[config.mk]
export PLATFORM = sky130hd
export DESIGN_NAME = exp_sigma_scheduler
export DESIGN_NICKNAME = d
export VERILOG_FILES = /design/src/rtl/exp_sigma_pkg.sv /design/src/rtl/rr_arbiter.sv /design/src/rtl/exp_sigma_scheduler.sv
export SDC_FILE = /design/constraint.sdc
export NUM_CORES = 1
export LEC_CHECK = 0
export BUFFER_PORTS_ARGS = -buffer_cell sky130_fd_sc_hd__buf_2
export CAP_MARGIN = 20
export CORE_AREA = 2 2 90 92
export CTS_BUF_LIST = sky130_fd_sc_hd__clkbuf_2 sky130_fd_sc_hd__clkbuf_4 sky130_fd_sc_hd__clkbuf_8
export DETAILED_ROUTE_END_ITERATION = 16
export DIE_AREA = 0 0 92 94
export PLACE_DENSITY = 0.76
export SYNTH_ARGS = -nofsm -noshare
export SYNTH_HDL_FRONTEND = slang
export SYNTH_SLANG_ARGS = --single-unit
[constraint.sdc]
create_clock -name CLK -period 3.1 [get_ports CLK]
set_clock_uncertainty 0.15 [all_clocks]
set_input_delay 0.31 -clock CLK [delete_from_list [all_inputs] [get_ports CLK]]
set_output_delay 0.31 -clock CLK [all_outputs]
set_load 0.05 [all_outputs]
[src/rtl/exp_sigma_pkg.sv]
// Shared widths, FSM state encoding and default job limits for the
// CalculateExpSigma scheduler.
`timescale 1ns/1ps
package exp_sigma_pkg;
   localparam int SIGMA_W     = 18;
   localparam int DATA_W      = 17;
   localparam int ADDR_W      = 6;
   localparam int BANK_W      = 1;
   localparam int ENTRIES_DEF = 64;
   localparam int TIMEOUT_DEF = 4095;

   typedef enum logic [1:0] {
      IDLE   = 2'd0,
      START  = 2'd1,
      RUN    = 2'd2,
      FINISH = 2'd3
   } state_t;

   function automatic logic [1:0] bank_mask(input logic bank);
      return bank ? 2'b10 : 2'b01;
   endfunction
endpackage

[src/rtl/rr_arbiter.sv]
// Round-robin arbiter: searches from the requester after the last winner.
// The pointer only moves when the caller accepts the grant.
`timescale 1ns/1ps
module rr_arbiter #(
   parameter  int NREQ  = 2,
   localparam int IDX_W = (NREQ > 1) ? $clog2(NREQ) : 1
) (
   input  logic             clk,
   input  logic             rst_n,
   input  logic [NREQ-1:0]  req,
   input  logic             en,
   input  logic             advance,
   output logic [NREQ-1:0]  gnt,
   output logic [IDX_W-1:0] idx
);
   localparam int SW = IDX_W + 1;

   logic [IDX_W-1:0] ptr;
   logic [SW-1:0]    raw;
   logic [SW-1:0]    wrapped;
   logic [IDX_W-1:0] cand;
   logic             found;

   // first requesting index at or after ptr, wrapping modulo NREQ
   always_comb begin
      gnt     = '0;
      idx     = '0;
      found   = 1'b0;
      raw     = '0;
      wrapped = '0;
      cand    = '0;
      if (en) begin
         for (int i = 0; i < NREQ; i++) begin
            raw     = {1'b0, ptr} + SW'(i);
            wrapped = (raw >= SW'(NREQ)) ? (raw - SW'(NREQ)) : raw;
            cand    = wrapped[IDX_W-1:0];
            if (!found && req[cand]) begin
               found     = 1'b1;
               gnt[cand] = 1'b1;
               idx       = cand;
            end else begin
               found = found;
            end
         end
      end else begin
         gnt = '0;
      end
   end

   // pointer holds the next index to favour
   always_ff @(posedge clk or negedge rst_n) begin
      if (!rst_n) begin
         ptr <= '0;
      end else if (advance && found) begin
         ptr <= (idx == IDX_W'(NREQ - 1)) ? '0 : idx + IDX_W'(1);
      end else begin
         ptr <= ptr;
      end
   end
endmodule

[src/rtl/exp_sigma_scheduler.sv]
// Shares one CalculateExpSigma engine between NREQ requesters and captures
// each 64-entry result stream into one of two ping-pong table banks.
`timescale 1ns/1ps
module exp_sigma_scheduler
   import exp_sigma_pkg::*;
#(
   parameter int NREQ    = 2,
   parameter int ENTRIES = ENTRIES_DEF,
   parameter int TIMEOUT = TIMEOUT_DEF
) (
   input  logic                      CLK,
   input  logic                      nRST,
   input  logic [NREQ-1:0]           iReq,
   input  logic [NREQ*SIGMA_W-1:0]   iReqSigma,
   output logic [NREQ-1:0]           oGrant,
   output logic [NREQ-1:0]           oReqDone,
   output logic                      oReqBank,
   output logic                      oErr,
   output logic [1:0]                oBankBusy,
   input  logic [1:0]                iRelease,
   output logic [SIGMA_W-1:0]        oEngSigma,
   output logic                      oEngStart,
   input  logic [DATA_W-1:0]         iEngData,
   input  logic [ADDR_W-1:0]         iEngAddr,
   input  logic                      iEngValid,
   input  logic                      iEngDone,
   output logic                      oWrEn,
   output logic [BANK_W+ADDR_W-1:0]  oWrAddr,
   output logic [DATA_W-1:0]         oWrData
);
   localparam int IDX_W = (NREQ > 1) ? $clog2(NREQ) : 1;
   localparam int CNT_W = $clog2(ENTRIES + 1);
   localparam int WD_W  = $clog2(TIMEOUT + 1);

   state_t           state;
   logic             bank;
   logic [NREQ-1:0]  owner;
   logic [CNT_W-1:0] count;
   logic [WD_W-1:0]  wd;
   logic [NREQ-1:0]  arb_gnt;
   logic [IDX_W-1:0] arb_idx;
   logic             arb_en;
   logic             take;
   logic             full_run;
   logic [1:0]       busy_set;
   logic [SIGMA_W-1:0] sigma_arr [NREQ];

   for (genvar g = 0; g < NREQ; g++) begin : g_sigma
      assign sigma_arr[g] = iReqSigma[g*SIGMA_W +: SIGMA_W];
   end

   // lowest free bank is bank 0 unless it is busy
   assign arb_en   = (state == IDLE) && (oBankBusy != 2'b11);
   assign take     = arb_en && (|arb_gnt);
   assign full_run = (count == CNT_W'(ENTRIES));
   assign busy_set = ((state == FINISH) && full_run) ? bank_mask(bank) : 2'b00;

   rr_arbiter #(.NREQ(NREQ)) u_arb (
      .clk     (CLK),
      .rst_n   (nRST),
      .req     (iReq),
      .en      (arb_en),
      .advance (take),
      .gnt     (arb_gnt),
      .idx     (arb_idx)
   );

   // job sequencing FSM with all outputs registered
   always_ff @(posedge CLK or negedge nRST) begin
      if (!nRST) begin
         state     <= IDLE;
         bank      <= 1'b0;
         owner     <= '0;
         count     <= '0;
         wd        <= '0;
         oGrant    <= '0;
         oReqDone  <= '0;
         oReqBank  <= 1'b0;
         oErr      <= 1'b0;
         oBankBusy <= 2'b00;
         oEngSigma <= '0;
         oEngStart <= 1'b0;
         oWrEn     <= 1'b0;
         oWrAddr   <= '0;
         oWrData   <= '0;
      end else begin
         oGrant    <= '0;
         oReqDone  <= '0;
         oEngStart <= 1'b0;
         oWrEn     <= 1'b0;
         oBankBusy <= (oBankBusy & ~iRelease) | busy_set;
         case (state)
            IDLE: begin
               if (take) begin
                  oGrant    <= arb_gnt;
                  owner     <= arb_gnt;
                  oEngSigma <= sigma_arr[arb_idx];
                  bank      <= oBankBusy[0];
                  state     <= START;
               end else begin
                  state <= IDLE;
               end
            end
            START: begin
               oEngStart <= 1'b1;
               count     <= '0;
               wd        <= '0;
               state     <= RUN;
            end
            RUN: begin
               if (iEngValid && (count < CNT_W'(ENTRIES))) begin
                  oWrEn   <= 1'b1;
                  oWrAddr <= {bank, iEngAddr};
                  oWrData <= iEngData;
                  count   <= count + CNT_W'(1);
               end else begin
                  count <= count;
               end
               if (iEngValid || iEngDone) begin
                  wd <= '0;
               end else if (wd < WD_W'(TIMEOUT)) begin
                  wd <= wd + WD_W'(1);
               end else begin
                  wd <= wd;
               end
               // the TIMEOUT-th silent cycle aborts the job like a short run
               if (iEngDone) begin
                  state <= FINISH;
               end else if (!iEngValid && (wd >= WD_W'(TIMEOUT - 1))) begin
                  oErr  <= 1'b1;
                  state <= IDLE;
               end else begin
                  state <= RUN;
               end
            end
            FINISH: begin
               if (full_run) begin
                  oReqDone <= owner;
                  oReqBank <= bank;
               end else begin
                  oErr <= 1'b1;
               end
               state <= IDLE;
            end
            default: begin
               state <= IDLE;
            end
         endcase
      end
   end
endmodule

; ---- Word-level counts from Yosys, hierarchy flattened
; Index checks and enable logic that the tools add are counted.
[totals]
register_bits = 77
inputBits = 67
output_inout_bits = 52
elab_cells = 116
[op_classes]
n_addsub = 6
magnitude_cmp = 10
n_eq_ne = 10
mux = 47
n_bitwise = 5
reduce_logical = 22
[op_table]
columns = operator, n
row1 = 18-bit 2-to-1 mux, 3
row2 = 12-bit 2-to-1 mux, 2
row3 = 2-bit 2-to-1 mux, 12
row4 = 12-bit one-hot mux with 2 select lines, 1
row5 = 1-bit 2-to-1 mux, 23
row6 = 7-bit one-hot mux with 2 select lines, 1
row7 = 12-bit by 1-bit adder with 12-bit output (second input constant), 1
row8 = 12-bit >= comparator (second input constant), 1
row9 = 12-bit < comparator (second input constant), 1
row10 = 2-bit != test (second input constant), 5
row11 = 2-bit AND reduction, 5
row12 = 1-bit logical AND, 9
row13 = 2-bit one-hot mux with 4 select lines, 1
row14 = 7-bit by 1-bit adder with 7-bit output (second input constant), 1
row15 = 7-bit == test (second input constant), 1
row16 = 7-bit < comparator (second input constant), 1
row17 = 7-bit 2-to-1 mux, 1
row18 = 2-bit == test (second input constant), 2
row19 = 2-bit >= comparator (second input constant), 2
row20 = 1-bit by 2-bit < comparator with 1-bit output (second input constant), 2
row21 = 2-bit bitwise OR, 2
row22 = 4-bit AND reduction, 1
row23 = 2-bit nonzero test, 2
row24 = 3-bit != test (second input constant), 1
row25 = 15 further kinds, 19

; ---- Logic depth before layout (Yosys ltp)
; Gate-level depths: netlist of the first run.
[depth]
depth_word = 15
mapped_depth = 6
mapped_depth_nobuf = 6

; ---- Modules after synthesis
; From an unflattened synthesis of the first run, not the netlist that was laid out.
[hier_totals]
hier_cells = 352
area_unflattened_um2 = 3430.8
[by_module_without_submodules]
columns = mod, instances, cells_per_inst, area_per_inst_um2, seq_area_each_um2
row1 = exp_sigma_scheduler, 1, 343, 3364.5, 1901.8
row2 = rr_arbiter, 1, 9, 66.3, 25.0

; ---- Least setup slack after synthesis of the first run
; OpenSTA, ideal clock, no wires.
[synth_timing]
path_type = flip-flop to flip-flop
start = register oBankBusy[0]
end = register oEngSigma[11]
setup_ps = 120
arrival_ps = 1819
required_time_ps = 2830
setup_slack_ps = 1011
stages_incl_launch_ff = 6
n_path_buf = 1
synth_period_minus_slack_ps = 2089
cell_sequence = dfrtp_1 > a211oi_1 > nand3_2 > buf_2 > o22ai_1 > nor2_1
[synth_between]
elab_chain_cells = 7
word_cells_on_any_way = 11
classes_between = 1 x eq/ne / 5 x mux / 1 x bitwise / 4 x reduce/logical
[synth_lines]
columns = element, line
row1 = "start, declared", exp_sigma_scheduler.sv:19  ; output logic [1:0] oBankBusy,
row2 = "start signal, assigned", exp_sigma_scheduler.sv:91  ; oBankBusy <= (oBankBusy & ~iRelease) | busy_set;
row3 = 2-bit != test *, exp_sigma_scheduler.sv:53  ; assign arb_en = (state == IDLE) && (oBankBusy != 2'b11);
row4 = 1-bit logical AND *, exp_sigma_scheduler.sv:53
row5 = 1-bit 2-to-1 mux, rr_arbiter.sv:32  ; if (en) begin
row6 = 1-bit NOT with 2-bit output (implied by the code), exp_sigma_scheduler.sv:97  ; oEngSigma <= sigma_arr[arb_idx];
row7 = 18-bit 2-to-1 mux (implied by the code) (3 in a row), exp_sigma_scheduler.sv:97
row8 = "end signal, assigned", exp_sigma_scheduler.sv:97
row9 = "end, declared", exp_sigma_scheduler.sv:21  ; output logic [SIGMA_W-1:0] oEngSigma,
; Mark *: on every way between the ends. The rest lies on a longest branch, timed or not. The select of a mux whose other input is x is not followed.
; A chain may end at the register's enable or synchronous reset.

; ---- Worst setup path after layout of the first run
[layout_timing]
start = register state[0]
end = register oEngSigma[13]
[layout_between]
elab_chain_cells = 7
word_cells_on_any_way = 11
classes_between = 5 x mux / 1 x bitwise / 5 x reduce/logical
[layout_lines]
columns = element, line
row1 = "start, declared", exp_sigma_scheduler.sv:35  ; state_t state;
row2 = "start signal, assigned", exp_sigma_scheduler.sv:71  ; state <= IDLE;
row3 = "start signal, assigned", exp_sigma_scheduler.sv:99  ; state <= START;
row4 = "start signal, assigned", exp_sigma_scheduler.sv:101  ; state <= IDLE;
row5 = 2-bit zero test *, "exp_sigma_scheduler.sv:53, exp_sigma_scheduler.sv:92"
row6 = 1-bit logical AND, exp_sigma_scheduler.sv:53
row7 = 1-bit 2-to-1 mux, rr_arbiter.sv:32
row8 = 1-bit NOT with 2-bit output (implied by the code), exp_sigma_scheduler.sv:97
row9 = 18-bit 2-to-1 mux (implied by the code) (3 in a row), exp_sigma_scheduler.sv:97
; Marks and branches as above.

==> summary.md, run 1 <==
| Metric | Value |
|---|---|
| Status | finished clean |
| Max incr delay on CP | 540 ps |
| Comb power frac | 0.464 |
| Critical path cell sequence | a211oi_1 > buf_4 > nand3_1 > o22ai_1 > nor2_1 |
| Fin nets | 497 |
| Vias in the first global route | 2691 |
| Flop2flop setup slack | 940 ps |
| Register area share after synthesis | 0.581 |
| Startpoint Class | flip-flop |
| Hpwl dp | 5140 microns |
| CP Capture Type | flip-flop |
| VDD IR max | 0.611 mV |
| Post-DP Area | 4030 sq um |
| Gp weighted congestion | 0.794 |
| DRC | 0 |
| Seq. cell area | 1930 sq um |
| TritonCTS clock tree | yes |
| Minimum clock period | 2160 ps |
| Core area | 7610 sq um |
| Via/cell ratio | 5.07 |
| Slew Limit Headroom | 0.376 |
| Endpoints failing setup | 0 |
| Std-Cell Rows | 32 |
| First-pass GRT wire length | 12200 microns |
| CTS root buf | clkbuf_8 |
| Largest net degree at the start of global routing | 78 |
| Die Height | 94 microns |
| Port Buffers | 118 |
| Slowest stage cell, crit path | nand3_1 |
| Critical path required time | 3180 ps |
| Initial antenna violation count | 0 |
| HP Start | iRelease[1] |
| Reg-to-Reg End | oEngSigma[13] |
| Ports | 119 |
| Diode count | 0 |
| 1st-pass router iterations | 4 |
| Max-cap viol count | 0 |
| Clk_lat worst skew | 350 ps |
| Switching pwr | 0.00215 W |
| Path depth of the worst reg2reg path | 5 |
| Post-synth EDFFs | 0 |
| All-Layer GR Usage | 0.179 |
| Async S/R FF share, synth | 1.00 |
| Worst Hold Endpoint | oBankBusy[1] |
| Reg-to-Reg Start | state[0] |
| Die Span X | 92 microns |
| Layout Cells excl Fill | 533 |
| WS Path Type | reg -> reg |
| Layout Utilization | 0.565 |
| Worst min path class | in -> reg |
| Layout cells sized above 1 | 0.390 |
| # Post-CTS Setup Buffers | 0 |
| Design area | 4300 sq um |
| Sw Share | 0.461 |
| Fillers | 692 |
| Antenna-violating nets left | 0 |
| Tcrit/Tclk final | 0.696 |
| Clock Power Share | 0.204 |
| Fin. Hold Viols | 0 |
| Mapped Area | 3320 sq um |
| Routed wire length | 7280 microns |
| Placed Cells | 516 |
| CTS buffer count | 9 |
| Power per cell area | 1080 nW/um^2 |
| Pin slew with the least headroom to its limit | 937 ps |
| Initial DRC count | 85 |
| Yosys Warn Count | 0 |
| Clk slew on worst S/H paths | 80 ps |
| TNS Setup | 0 ps |
| Power share of the sequential group | 0.332 |
| Top_reg_cell synth | dfrtp_1 |
| Total die area | 8650 sq um |
| Final number of max-transition violations | 0 |
| Initial core utilization | 0.436 |
| Syn nets | 374 |
| H-tree levels | 3 |
| Mapped Cells | 303 |
| Gr ovfl total | 0 |
| RSZ-0062 raised after global routing | no |
| Resized Gates After CTS | 0 |
| Critical Path AT | 2240 ps |
| CTS sink count | 77 |
| #FFs+latches synth | 77 |
| Fmax | 463 MHz |
| Area taken by multi-input logic gates | 1280 sq um |
| LEAKAGE | 2.07 nW |
| Via count | 2704 |
| Hold_buf cts | 1 |
| Post-synth cell types | 44 |
| Area added between synthesis and finish | 29.6% |
| Critical Path Fanout Max | 21 |
| Drt wl/cell | 13.7 microns |
| CTS max path bufs | 2 |
| P_int | 0.00251 W |
| Hold path depth | 2 |
| Synth Area per Inst | 10.9 sq um |
per-layer routing:
| metal | global-route usage | wire length [microns] |
|---|---|---|
| met1 | 0.209 | 3130 |
| met5 | 0 | 0 |
| met3 | 0.0433 | 344 |
| met4 | 0.0759 | 139 |
| met2 | 0.316 | 3670 |
cell families after synthesis:
kind of cell	synth area share
XOR/XNOR	0.00264
multiplexers	0.0879
AND/OR/NAND/NOR	0.150
buffers and inverters	0.0385
adder cells (fa/ha/maj)	0.0151
AO/OA/AOI/OAI	0.125
flip-flops	0.581
placed cells by master (no fill, tap or decap), drive strengths merged, types with 10 or more instances in the layout:
master  count
o22ai      20
o21ai      14
nand2      13
nand3      15
a21oi      10
inv        24
mux2       25
clkbuf     10
buf       122
dfrtp      77
nor2       40
power by group through the flow:
stage	Clock, W	Combinational, W	Sequential (W)
CTS	0.000968	0.00219	0.00155
global route	0.00102	0.00231	0.00160
floorplan	0	0.000643	0.00256
global placement	0	0.00214	0.00155
finish	0.000948	0.00216	0.00155
detailed placement	0	0.00218	0.00157
worst max path at each step:
stage	slack (ps)	start	cells past startpoint	endpoint
2_1_floorplan	1010	oBankBusy[0]	5	oEngSigma[11]
3_3_place_gp	960	state[0]	5	oEngSigma[7]
3_5_place_dp	880	state[1]	5	oEngSigma[13]
4_1_cts	870	state[0]	5	oEngSigma[13]
5_1_grt	620	state[0]	5	oEngSigma[6]
6_report	940	state[0]	5	oEngSigma[13]
state kept, by name (all words and copies together) (netlist names), 2 cells and up:
| register | count |
|---|---|
| count | 7 |
| oBankBusy | 2 |
| oEngSigma | 18 |
| oGrant | 2 |
| oReqDone | 2 |
| oWrAddr | 7 |
| oWrData | 17 |
| owner | 2 |
| state | 2 |
| wd | 12 |
metrics by stage:
step	power, W	hold WS [ps]	setup slack, ps
floorplan	0.00320	-136	1010
global placement	0.00369	307	957
detailed placement	0.00375	306	883
CTS	0.00470	2.64	868
global route	0.00492	1.23	624
finish	0.00466	21.4	942
cell usage after synthesis, types with 2 or more instances:
cell | n | area, sq um
and3_1 | 4 | 25.0
and2_1 | 2 | 12.5
and4_1 | 3 | 26.3
o211ai_2 | 2 | 25.0
clkbuf_1 | 5 | 18.8
nor2_1 | 40 | 150
nand2_1 | 13 | 48.8
o31ai_1 | 2 | 15.0
o21a_1 | 3 | 22.5
dfrtp_1 | 77 | 1930
a21oi_1 | 10 | 50.1
nor4_1 | 4 | 25.0
ha_1 | 4 | 50.1
mux2_2 | 25 | 282
buf_2 | 6 | 30.0
nand3_1 | 14 | 70.1
o21ai_0 | 14 | 70.1
o211ai_1 | 2 | 15.0
nand4_1 | 3 | 18.8
nor3_1 | 3 | 15.0
o22ai_1 | 20 | 125
a31oi_1 | 2 | 12.5
or3_1 | 3 | 18.8
inv_1 | 21 | 78.8
nand2b_1 | 2 | 12.5
worst max-delay path: cells and delay by family, from the launching register on:
family	cells	cell delay, ps
compound gates	2	640
simple gates	2	610
flops	1	470
buf+inv	1	180
cell type report:
class / instances / area share
repair buffers: 123 / 0.147
multi-input cells: 194 / 0.297
well taps: 102 / 0.0297
inverters: 21 / 0.0183
clock buffers: 10 / 0.0320
flip-flops and latches: 77 / 0.448
clock inverters: 6 / 0.0271
Power figures use the tool's default switching activity.
==> run 2, diff against run 1 <==
--- a/config.mk
+++ b/config.mk
@@ -11,7 +11,7 @@
 export CTS_BUF_LIST = sky130_fd_sc_hd__clkbuf_2 sky130_fd_sc_hd__clkbuf_4 sky130_fd_sc_hd__clkbuf_8
 export DETAILED_ROUTE_END_ITERATION = 16
 export DIE_AREA = 0 0 92 94
-export PLACE_DENSITY = 0.76
+export PLACE_DENSITY = 0.79
 export SYNTH_ARGS = -nofsm -noshare
 export SYNTH_HDL_FRONTEND = slang
 export SYNTH_SLANG_ARGS = --single-unit
==> constraint.sdc (replaced) <==
create_clock -name CLK -period 1.9 [get_ports CLK]
set_clock_uncertainty 0.15 [all_clocks]
set_input_delay 0.19 -clock CLK [delete_from_list [all_inputs] [get_ports CLK]]
set_output_delay 0.19 -clock CLK [all_outputs]
set_load 0.05 [all_outputs]
==> run 2 against run 1 <==
Effect of this change:
- global-route usage rose by 3.2 points
- register-to-register slack worse by 880 ps
- critical endpoint is now wd[8]
- worst setup slack lost 880 ps
- clock power grew 42%
==> summary.md, run 2 (same netlist as run 1, synthesis figures left out) <==
| Metric | Value |
|---|---|
| Layout Cells excl Fill | 614 (+15%) |
| Die Span X | 92 microns (unchanged) |
| TNS Setup | 0 ps (unchanged) |
| Fin. Hold Viols | 0 (unchanged) |
| Ports | 119 (unchanged) |
| Minimum clock period | 1830 ps (-324 ps) |
| Reg-to-Reg End | wd[8] |
| Total die area | 8650 sq um (unchanged) |
| Std-Cell Rows | 32 (unchanged) |
| TritonCTS clock tree | yes |
| Core area | 7610 sq um (unchanged) |
| Initial antenna violation count | 0 (unchanged) |
| Sw Share | 0.461 (about the same) |
| Final hold slack | 25.3 ps (+3.83 ps) |
| Worst min path class | in -> reg |
| CTS max path bufs | 2 (unchanged) |
| LEAKAGE | 2.43 nW (+18%) |
| CTS sink count | 77 (unchanged) |
| VDD IR max | 0.955 mV (+56%) |
| Pin slew with the least headroom to its limit | 417 ps (-520 ps) |
| Routed wire length | 9290 microns (+28%) |
| WS Path Type | reg -> reg |
| Switching pwr | 0.00361 W (+68%) |
| Clk_lat worst skew | 340 ps (about the same) |
| P_int | 0.00422 W (+68%) |
| CP Capture Type | flip-flop |
| Fin nets | 579 (+16%) |
| Gr ovfl total | 0 (unchanged) |
| Via count | 3105 (+15%) |
| Tcrit/Tclk final | 0.965 (+0.269) |
| Endpoints failing setup | 0 (unchanged) |
| Diode count | 0 (unchanged) |
| Hold path depth | 3 (+1) |
| Highest-count cells in the layout ignoring fill and taps | buf_2 (117), dfrtp_1 (77), dlygate4sd3_1 (63) |
| Startpoint Class | flip-flop |
| Port Buffers | 118 (unchanged) |
| Placed Cells | 534 (+3.5%) |
| Fmax | 545 MHz (+18%) |
| CTS root buf | clkbuf_8 |
| RSZ-0062 raised after global routing | no |
| Power per cell area | 1530 nW/um^2 (+41%) |
| All-Layer GR Usage | 0.211 (+0.0323) |
| Critical Path AT | 1940 ps (-300 ps) |
| Critical Path Fanout Max | 4 (-81%) |
| Gp weighted congestion | 0.821 (+3.4%) |
| CTS buffer count | 9 (unchanged) |
| Clk slew on worst S/H paths | 80 ps (about the same) |
| First-pass GRT wire length | 14400 microns (+17%) |
| Vias in the first global route | 3060 (+14%) |
| Initial core utilization | 0.436 (unchanged) |
| Antenna-violating nets left | 0 (unchanged) |
| HP Start | iRelease[0] |
| Layout cells sized above 1 | 0.371 (-0.0187) |
| Largest net degree at the start of global routing | 48 (-38%) |
| Biggest register | oEngSigma |
| Slew Limit Headroom | 0.722 (+0.346) |
| Clock Power Share | 0.173 (-0.031) |
| DRC | 0 (unchanged) |
| Slowest stage cell, crit path | or4b_4 |
| Status | finished clean |
| Initial DRC count | 141 (+66%) |
| Path depth of the worst reg2reg path | 4 (-1) |
| Drt wl/cell | 15.1 microns (+11%) |
| Power share of the sequential group | 0.319 (-0.013) |
| Commonest non-fill, non-tap cell in the layout | buf_2 |
| CP Buf/Inv Count | 0 (-1) |
| Final number of max-transition violations | 0 (unchanged) |
| Critical path's top delay family | simple AND/OR/NAND/NOR gates |
| Top Registers | oEngSigma (18), oWrData (17), wd (12) |
| Max-cap viol count | 0 (unchanged) |
| Hpwl dp | 5740 microns (+12%) |
| Largest register FFs | 18 (unchanged) |
| Max incr delay on CP | 480 ps (-60 ps) |
| Via/cell ratio | 5.06 (-0.32%) |
| H-tree levels | 3 (unchanged) |
| Die Height | 94 microns (unchanged) |
| Worst Hold Endpoint | oBankBusy[0] |
| Area added between synthesis and finish | 54.3% |
| Flop2flop setup slack | 70 ps (-880 ps) |
| Fillers | 583 (-16%) |
| Critical path cell sequence | or4b_4 > a41o_1 > or3_1 > o211ai_2 |
| Reg-to-Reg Start | state[0] |
| 1st-pass router iterations | 4 (unchanged) |
| Comb power frac | 0.509 (+0.045) |
| Critical path required time | 2000 ps (-1180 ps) |
-- run 2: changes by cell type in the layout (fill, tap and decap cells not counted), sizes merged --
cell / previous run / this run
bufinv: 3 / 2
buf: 122 / 141
inv: 24 / 22
dlygate4sd3: 1 / 63
clkbuf: 10 / 11
clkinv: 0 / 2
-- run 2: layout make-up --
class | count | area, sq um | area share
Tap cell | 102 | 128 | 0.0250
Sequential cell | 77 | 1930 | 0.377
Timing Repair Buffer | 205 | 1460 | 0.285
Clock inverter | 5 | 82.6 | 0.0161
Multi-Input combinational cell | 194 | 1300 | 0.255
Inverter | 21 | 78.8 | 0.0154
Clock buffer | 10 | 138 | 0.0269
-- run 2: worst min-delay path, delay by kind of cell --
family / cells / cell delay, ps
buf+inv: 2 / 160
compound gates: 1 / 130
-- run 2: worst max-delay path by stage --
| stage | startpoint | endpoint | cells after the start |
|---|---|---|---|
| floorplan | oBankBusy[0] | oEngSigma[11] | 5 |
| global placement | iEngValid | wd[8] | 5 |
| detailed placement | wd[0] | oErr | 7 |
| CTS | wd[0] | oErr | 7 |
| global route | state[0] | wd[10] | 4 |
| finish | state[0] | wd[8] | 4 |
-- run 2: stage by stage --
step                       util  power (W)  area [sq um]  worst slack, ps
after global placement    0.553    0.00621          4210              115
after floorplan               -    0.00523          3320             17.3
after detailed placement  0.553    0.00632          4210             49.0
final                     0.672    0.00783          5110             66.0
after CTS                 0.666    0.00778          5070             32.2
after global routing      0.672    0.00823          5110             12.1
-- run 2: timing repair --
item / CTS / global route
cloned: 0 / 1
endpoints found under the setup margin: 1 / 7
buffers inserted: 0 / 1
gates resized for setup: 1 / 3
hold endpoints to repair: 74 / 0
pin swaps: 0 / 3
hold buffers: 63 / 0
-- run 2: power groups by stage --
stage,Sequential [W],Clock (W),Combinational [W]
after global routing,0.00257,0.00145,0.00421
final,0.00250,0.00135,0.00398
after detailed placement,0.00252,0,0.00380
after global placement,0.00249,0,0.00372
after CTS,0.00249,0.00139,0.00390
after floorplan,0.00417,0,0.00105
-- run 2: metal layers --
layer	global-route usage	vias to the layer above	wire (microns)
met1	0.250	1496	3770
met4	0.0784	0	153
met5	0	-	0
li1	-	1489	-
met3	0.0401	15	455
met2	0.384	105	4910
==> run 3, diff against run 2 <==
==> config.mk (replaced) <==
export PLATFORM = sky130hd
export DESIGN_NAME = exp_sigma_scheduler
export DESIGN_NICKNAME = d
export VERILOG_FILES = /design/src/rtl/exp_sigma_pkg.sv /design/src/rtl/rr_arbiter.sv /design/src/rtl/exp_sigma_scheduler.sv
export SDC_FILE = /design/constraint.sdc
export NUM_CORES = 1
export LEC_CHECK = 0
export CAP_MARGIN = 20
export CORE_AREA = 5 5 93 95
export CTS_BUF_LIST = sky130_fd_sc_hd__clkbuf_8
export DETAILED_ROUTE_END_ITERATION = 16
export DIE_AREA = 0 0 98 100
export DONT_BUFFER_PORTS = 1
export PLACE_DENSITY = 0.65
export SYNTH_ARGS = -nofsm -noshare
export SYNTH_HDL_FRONTEND = slang
export SYNTH_SLANG_ARGS = --single-unit
==> run 3 against run 2 <==
Effect of this change:
- the run now ends with hold timing left
- fmax increased by 1.5%
- global-route usage fell by 3.8 points
- register-to-register slack better by 30 ps
- flip-flop and latch count unchanged
- power down 6.9%
==> summary.md, run 3 (same netlist as run 1, synthesis figures left out) <==
| Metric | Value |
|---|---|
| Status | finished with violations |
| Failing checks | hold timing |
| Startpoint Class | flip-flop |
| DRC | 0 (unchanged) |
| H-tree levels | 3 (unchanged) |
| First-pass GRT wire length | 13600 microns (-5.5%) |
| Fin. Hold Viols | 77 (+77) |
| Antenna-violating nets left | 0 (unchanged) |
| Placed Cells | 413 (-23%) |
| TritonCTS clock tree | yes |
| Fmax | 554 MHz (+1.5%) |
| Final hold slack | -619 ps (-644 ps) |
| Biggest register | oEngSigma |
| All-Layer GR Usage | 0.174 (-0.0377) |
| Max incr delay on CP | 450 ps (-30 ps) |
| CP Capture Type | flip-flop |
| Ports | 119 (unchanged) |
| TNS Setup | 0 ps (unchanged) |
| Layout Utilization | 0.590 (-0.0827) |
| Initial DRC count | 106 (-25%) |
| CTS root buf | clkbuf_8 |
| Highest-count cells in the layout ignoring fill and taps | dfrtp_1 (77), dlygate4sd3_1 (65), nor2_1 (40) |
| Critical path required time | 2030 ps (+30 ps) |
| Total die area | 9800 sq um (+13%) |
| LEAKAGE | 1.94 nW (-20%) |
| Clk_lat worst skew | 350 ps (about the same) |
| Largest register FFs | 18 (unchanged) |
| WS Path Type | reg -> reg |
| Critical Path AT | 1940 ps (about the same) |
| CTS max path bufs | 2 (unchanged) |
| Via/cell ratio | 5.25 (+3.9%) |
| Pin slew with the least headroom to its limit | 510 ps (+93.3 ps) |
| Fin nets | 460 (-21%) |
| Core area | 7650 sq um (+0.53%) |
| Layout Cells excl Fill | 496 (-19%) |
| 1st-pass router iterations | 4 (unchanged) |
| Clk slew on worst S/H paths | 90 ps (about the same) |
| VDD IR max | 0.985 mV (+3.1%) |
| CTS buffer count | 9 (unchanged) |
| Critical path cell sequence | ha_1 > nand3_1 > or4_1 > or3_1 > o211ai_2 |
| Layout cells sized above 1 | 0.173 (-0.199) |
| Vias in the first global route | 2687 (-12%) |
| Tcrit/Tclk final | 0.951 (-0.0147) |
| Commonest non-fill, non-tap cell in the layout | dfrtp_1 |
| Hold_buf cts | 65 (+3.2%) |
| Area added between synthesis and finish | 36.0% |
| Hpwl dp | 5320 microns (-7.3%) |
| Gp weighted congestion | 0.851 (+3.7%) |
| Initial core utilization | 0.434 (-0.00228) |
| Slowest stage cell, crit path | or4_1 |
| Slew Limit Headroom | 0.660 (-0.0622) |
| Power per cell area | 1620 nW/um^2 (+5.6%) |
| Max-cap viol count | 0 (unchanged) |
| Drt wl/cell | 17.2 microns (+14%) |
| Critical path's top delay family | simple AND/OR/NAND/NOR gates |
| Critical Path Fanout Max | 4 (unchanged) |
| Endpoints failing setup | 0 (unchanged) |
| Worst min path class | in -> async |
| Post-DP Area | 3580 sq um (-15%) |
| Initial antenna violation count | 0 (unchanged) |
| Routed wire length | 8520 microns (-8.3%) |
| Final number of max-transition violations | 0 (unchanged) |
| Std-Cell Rows | 32 (unchanged) |
| RSZ-0062 raised after global routing | no |
| Fillers | 608 (+4.3%) |
| Diode count | 0 (unchanged) |
| CTS sink count | 77 (unchanged) |
| Design area | 4510 sq um (-12%) |
| Via count | 2605 (-16%) |
| Port Buffers | 0 (-100%) |
| Die Height | 100 microns (+6.4%) |
| Top Registers | oEngSigma (18), oWrData (17), wd (12) |
| Largest net degree at the start of global routing | 78 (+63%) |
| CP Buf/Inv Count | 0 (unchanged) |
| Die Span X | 98 microns (+6.5%) |
| Gr ovfl total | 0 (unchanged) |
| Minimum clock period | 1810 ps (-27.9 ps) |
[run 3: cell count changes in the layout (fill, tap and decap cells not counted), sizes merged]
cell / previous run / this run
clkinvlp: 0 / 2
clkbuf: 11 / 10
dlygate4sd3: 63 / 65
buf: 141 / 20
inv: 22 / 24
clkinv: 2 / 0
[run 3: area by class of cell]
cell class                      instances  area, sq um  share of cell area
Tap cell                              102          128              0.0283
Sequential cell                        77         1930               0.427
Timing Repair Buffer                   86          851               0.189
Multi-Input combinational cell        194         1300               0.289
Clock inverter                          7         98.8              0.0219
Inverter                               21         78.8              0.0175
Clock buffer                            9          124              0.0275
[run 3: worst paths after layout]
path / startpoint / endpoint / slack (ps) / cells after the start
max in group asynchronous: nRST / oWrData[16] / 2080 / 0
max reg2reg: wd[1] / wd[10] / 90 / 5
max: wd[1] / wd[10] / 90 / 5
min: nRST / wd[10] / -620 / 0
min in group CLK: iReq[0] / oGrant[0] / 50 / 3
min reg2reg: owner[0] / owner[0] / 320 / 2
[run 3: power breakdown]
part | total (W) | switching, W | internal, W
Clock | 0.00139 | 0.000643 | 0.000749
Sequential | 0.00424 | 0.00207 | 0.00217
Combinational | 0.00165 | 0.000789 | 0.000865
[run 3: per-stage QoR]
step | total power (W) | setup slack (ps)
CTS | 0.00727 | 30.8
detailed placement | 0.00575 | -54.6
floorplan | 0.00523 | 17.3
global placement | 0.00568 | 28.0
global route | 0.00764 | 1.11
finish | 0.00729 | 93.9
[run 3: timing repair]
action	CTS	global route
hold endpoints to repair	127	77
pin swaps	0	1
gates cloned	0	1
resized for setup	1	2
endpoints found under the setup margin	19	28
setup buffers	0	1
[run 3: layer usage]
layer,up-vias,GRT usage,part of all wire
met4,0,0.0745,0.017
met3,13,0.0500,0.076
li1,1254,-,-
met1,1245,0.219,0.41
met2,93,0.280,0.50
met5,-,0,0
